`config.mk`:
```
export PLATFORM = sky130hd
export DESIGN_NAME = dmem_arbiter
export DESIGN_NICKNAME = d
export VERILOG_FILES = /design/src/rtl/dmem_arbiter.sv
export SDC_FILE = /design/constraint.sdc
export NUM_CORES = 1
export LEC_CHECK = 0
export CORE_AREA = 3 3 119 121
export CTS_CLUSTER_SIZE = 12
export DETAILED_ROUTE_END_ITERATION = 7
export DIE_AREA = 0 0 122 124
export MAX_ROUTING_LAYER = met4
export REMOVE_ABC_BUFFERS = 1
export SLEW_MARGIN = 20
export SYNTH_ARGS = -nofsm -noshare
export SYNTH_HDL_FRONTEND = slang
export SYNTH_SLANG_ARGS = --single-unit
```
`constraint.sdc`:
```
create_clock -name clk -period 2.71 [get_ports clk]
set_clock_uncertainty 0.05 [all_clocks]
set_input_delay 0.4065 -clock clk [delete_from_list [all_inputs] [get_ports clk]]
set_output_delay 0.4065 -clock clk [all_outputs]
set_load 0.005 [all_outputs]
```
`src/rtl/dmem_arbiter.sv`:
```
// Two-port data-memory arbiter: round-robin with lock and a starvation limit.
// The memory has a registered read, so read data is steered back one cycle after the grant.
module dmem_arbiter #(
    parameter int unsigned MAX_HOLD = 4
) (
    input  logic        clk,
    input  logic        reset,

    input  logic        m0_req,
    input  logic        m0_lock,
    input  logic [31:0] m0_addr,
    input  logic [31:0] m0_wdata,
    input  logic [3:0]  m0_we,
    output logic        m0_gnt,
    output logic        m0_rvalid,
    output logic [31:0] m0_rdata,

    input  logic        m1_req,
    input  logic        m1_lock,
    input  logic [31:0] m1_addr,
    input  logic [31:0] m1_wdata,
    input  logic [3:0]  m1_we,
    output logic        m1_gnt,
    output logic        m1_rvalid,
    output logic [31:0] m1_rdata,

    output logic [31:0] mem_addr,
    output logic [31:0] mem_wdata,
    output logic [3:0]  mem_we,
    output logic        mem_en,
    input  logic [31:0] mem_rdata
);

    typedef enum logic [1:0] {
        OWN_NONE = 2'd0,
        OWN_0    = 2'd1,
        OWN_1    = 2'd2
    } owner_e;

    localparam logic [3:0] HOLD_LIMIT = 4'(MAX_HOLD);

    owner_e     owner_q, owner_d;
    logic       lock_hold_q, lock_hold_d;
    logic [3:0] hold_cnt_q, hold_cnt_d;
    logic       rd_pend_q, rd_pend_d;
    logic       rd_port_q, rd_port_d;

    logic       gnt0, gnt1;
    logic       owner_may_keep;

    function automatic logic [3:0] hold_inc(input logic [3:0] cnt);
        return (cnt >= HOLD_LIMIT) ? HOLD_LIMIT : cnt + 4'd1;
    endfunction

    // The current owner keeps the port under contention only while locked and under the limit.
    assign owner_may_keep = lock_hold_q && (hold_cnt_q < HOLD_LIMIT);

    always_comb begin
        gnt0 = 1'b0;
        gnt1 = 1'b0;
        if (!reset) begin
            if (m0_req && m1_req) begin
                unique case (owner_q)
                    OWN_0: begin
                        gnt0 = owner_may_keep;
                        gnt1 = !owner_may_keep;
                    end
                    OWN_1: begin
                        gnt1 = owner_may_keep;
                        gnt0 = !owner_may_keep;
                    end
                    default: gnt0 = 1'b1;
                endcase
            end else begin
                gnt0 = m0_req;
                gnt1 = m1_req;
            end
        end
    end

    always_comb begin
        owner_d     = owner_q;
        lock_hold_d = 1'b0;
        hold_cnt_d  = 4'd0;
        rd_pend_d   = 1'b0;
        rd_port_d   = rd_port_q;
        if (gnt0) begin
            owner_d     = OWN_0;
            lock_hold_d = m0_lock;
            if (m1_req) begin
                hold_cnt_d = (owner_q == OWN_0) ? hold_inc(hold_cnt_q) : 4'd1;
            end
            rd_pend_d = (m0_we == 4'b0000);
            if (m0_we == 4'b0000) begin
                rd_port_d = 1'b0;
            end
        end else if (gnt1) begin
            owner_d     = OWN_1;
            lock_hold_d = m1_lock;
            if (m0_req) begin
                hold_cnt_d = (owner_q == OWN_1) ? hold_inc(hold_cnt_q) : 4'd1;
            end
            rd_pend_d = (m1_we == 4'b0000);
            if (m1_we == 4'b0000) begin
                rd_port_d = 1'b1;
            end
        end
    end

    always_ff @(posedge clk) begin
        if (reset) begin
            owner_q     <= OWN_NONE;
            lock_hold_q <= 1'b0;
            hold_cnt_q  <= 4'd0;
            rd_pend_q   <= 1'b0;
            rd_port_q   <= 1'b0;
        end else begin
            owner_q     <= owner_d;
            lock_hold_q <= lock_hold_d;
            hold_cnt_q  <= hold_cnt_d;
            rd_pend_q   <= rd_pend_d;
            rd_port_q   <= rd_port_d;
        end
    end

    always_comb begin
        mem_en    = gnt0 | gnt1;
        mem_addr  = 32'd0;
        mem_wdata = 32'd0;
        mem_we    = 4'd0;
        if (gnt0) begin
            mem_addr  = m0_addr;
            mem_wdata = m0_wdata;
            mem_we    = m0_we;
        end else if (gnt1) begin
            mem_addr  = m1_addr;
            mem_wdata = m1_wdata;
            mem_we    = m1_we;
        end
    end

    // Read data is shared; rvalid selects the port the pending read belongs to.
    assign m0_gnt    = gnt0;
    assign m1_gnt    = gnt1;
    assign m0_rvalid = !reset && rd_pend_q && !rd_port_q;
    assign m1_rvalid = !reset && rd_pend_q && rd_port_q;
    assign m0_rdata  = reset ? 32'd0 : mem_rdata;
    assign m1_rdata  = reset ? 32'd0 : mem_rdata;

endmodule

```
==> metrics.yaml <==
timing:
  period_needed_ns: 2.85
  setup_tns_ns: -2.82
  worst_slew_pin_slew_ns: 0.501
  rsz0062_at_grt: "true"
  relSlewSlack_pct: 66.3
  min_period_over_period_pct: 105
  fin_ws_ns: -0.136
  fmax_ghz: 0.351
  slew_violations: 0
  setup_viol_count_final: 59
  hold_viol: 0
global_route:
  grt_pass1_wl_mm: 18.1
  overflow: 0
  grt_start_max_net_pins: 35
  grtUsageTotal_pct: 16.0
  grt_pass1_vias: 2880
  antenna_found_initial: 0
final_layout:
  design_area_um2: 5230
  layout_commonest_cell: "clkdlybuf4s50_1"
  final_cell_mix: "clkdlybuf4s50_1 (240), a22o_1 (68), buf_2 (68), nor2b_1 (33), buf_4 (29)"
  drive_gt1_share_pct: 27.3
  nNetsFinal: 717
  area_growth_pct: 203
  antennaDiodeCount: 0
  fillers: 1342
status:
  status: "complete, but fails checks"
  violations: "negative setup slack"
setup_path:
  cp-endpoint: "mem_addr[7]"
  startpoint: "hold_cnt_q[2]$_SDFF_PP0_"
  cp_num_buf_inv: 5
  reg2reg_from: "hold_cnt_q[2]$_SDFF_PP0_"
  crit_type: "reg -> out"
  r2r_setup_slack_ns: 0.82
  cpPeakStageDelay_ns: 0.53
  critical-path-slowest-cell: "or4b_4"
  endpoint_kind: "primary output"
  rr_worst_depth: 6
  required_ns: 2.25
  r2r_end: "rd_pend_q$_SDFF_PP0_"
  start_kind: "flip-flop"
  arrival_ns: 2.39
  crit_path_frequent_cell: "buf_6"
  cp_cell_sequence: "or3b_4 > or4b_4 > a31oi_4 > buf_6 > buf_12 > buf_6 > buf_6 > a22o_1 > buf_2"
  path_depth: 9
  cp_max_fo: 6
  path_delay_family: "simple AND/OR/NAND/NOR gates"
synthesis:
  synth_top_area_cell: "a22o_1"
  yosysTopAreaCellShare_pct: 34.6
  ys_ff_latch: 9
  ys_types: 38
  avgSynthCellArea_um2: 7.94
  synth_edf_count: 0
  synthTopCellsByArea: "a22o_1 (35%), buf_4 (14%), nor2b_1 (12%)"
  synthFlopType: "dfxtp_1"
  seq_area_frac_synth_pct: 10.5
  syn_inst: 217
  synth-async-reset-ratio_pct: 0
  netlist_area_um2: 1720
  yosys_warnings: 0
placed_design:
  place.gp.congestion: 0.933
  dpl-instance-area_um2: 4940
  dp_hpwl_mm: 10.3
  io_buffers: 310
die:
  coreArea_um2: 13200
  row_count: 42
  die_height_um: 124
  start_util_pct: 13.1
  pin_count: 311
  die-area_um2: 15100
  die_w_um: 122
clocking:
  clock_path_buffers: 2
  h-tree-depth: 1
  cts_tree: "built"
  clock_sinks: 9
  cts_root_buf: "clkbuf_16"
  clk_latency_ns: 0.24
  clk_pin_slew_worst_paths_ns: 0.04
  cts_buffers: 3
routing:
  ant_nets: 0
  vias: 2966
  drt-total-wl_mm: 13.4
  wire_per_inst_um: 18.8
  drc: 0
  vias_per_cell: 4.15
  dr.pass1.iters: 4
  dr.first_iter.drc_count: 93
min_path:
  min_path_type: "reg -> reg"
power:
  ir_drop_uv: 259
  power.density_nw_per_um2: 230
  p_leak_nw: 2.24
job:
  maxCapViolations: 0
flip-flops by register name, indices dropped and copies added, names as in the netlist:
register	flops
hold_cnt_q	4
lock_hold_q	1
owner_q	2
rd_pend_q	1
rd_port_q	1
repair_timing:
item	in CTS	in global routing
gates resized for setup	317	8
setup endpoints to repair	70	69
hold buffers	0	0
cloned	9	1
buffers inserted	24	5
hold endpoints to repair	0	0
pin swaps	34	36
cell usage after synthesis, types with 3 or more instances:
cell type,count
nor2b_1,33
buf_6,3
buf_4,32
dfxtp_1,9
nor2_1,3
a22o_1,68
nor3_1,4
clkbuf_1,6
nor3b_1,4
nand2b_1,3
inv_1,5
ha_1,3
buf_2,11
kinds of logic (layout without fill, tap and decap cells):
| family | count (synthesis) | in the layout | synth area share [%] |
|---|---|---|---|
| compound gates | 84 | 84 | 42.2 |
| fa+ha+maj | 3 | 3 | 2.18 |
| buf+inv | 57 | 379 | 21.5 |
| flops | 9 | 9 | 10.5 |
| other cells | 1 | 1 | 0.218 |
| simple gates | 63 | 63 | 23.5 |
power by group:
| group | leakage, nW | switching (W) | internal, W |
|---|---|---|---|
| logic | 2.12 | 0.000262 | 0.000537 |
| registers | 0.0748 | 0.00000356 | 0.000140 |
| clock network | 0.0382 | 0.0000640 | 0.000197 |
| total | 2.24 | 0.000330 | 0.000873 |
metrics by stage:
stage / setup WS, ns / hold WS [ns] / instances / total power, W / utilization, %
global placement: -0.503 / 0.494 / 680 / 0.000907 / 37.4
finish: -0.136 / 0.497 / 715 / 0.00120 / 39.6
global route: -0.199 / 0.534 / 715 / 0.00127 / 39.6
floorplan: -0.476 / 0.403 / 165 / 0.000319 / -
CTS: -0.175 / 0.502 / 717 / 0.00122 / 40.1
detailed placement: -0.528 / 0.498 / 680 / 0.000910 / 37.4
tightest hold or removal path, delay by kind of cell, from the launching register on:
kind	cells	cell delay, ns
DFF	1	0.32
AOI/OAI and AO/OA	2	0.17
metal layers:
metal / up-vias / track usage (%) / wire length [um]
met4: 0 / 2.38 / 118
met2: 113 / 27.3 / 6870
met5: - / - / 0
li1: 1443 / - / -
met1: 1398 / 20.5 / 5560
met3: 12 / 2.27 / 893
worst min path at each step:
stage	startpoint	end	slack (ns)	cells after the start
6_report	rd_port_q$_SDFFE_PP0P_	rd_port_q$_SDFFE_PP0P_	0.50	2
5_1_grt	rd_port_q$_SDFFE_PP0P_	rd_port_q$_SDFFE_PP0P_	0.53	2
4_1_cts	rd_port_q$_SDFFE_PP0P_	rd_port_q$_SDFFE_PP0P_	0.50	2
3_5_place_dp	rd_port_q$_SDFFE_PP0P_	rd_port_q$_SDFFE_PP0P_	0.50	2
3_3_place_gp	rd_port_q$_SDFFE_PP0P_	rd_port_q$_SDFFE_PP0P_	0.49	2
2_1_floorplan	owner_q[1]$_SDFFE_PP0N_	owner_q[1]$_SDFFE_PP0N_	0.40	2
layout make-up:
cell class | count | area [um^2] | area share (%)
clock buffer | 4 | 78.8 | 1.51
sequential | 9 | 185 | 3.54
tap | 176 | 220 | 4.21
multi-input combinational | 151 | 1230 | 23.5
timing repair buffer | 370 | 3490 | 66.8
inverter | 5 | 18.8 | 0.359
(Power assumes the default switching activity.)
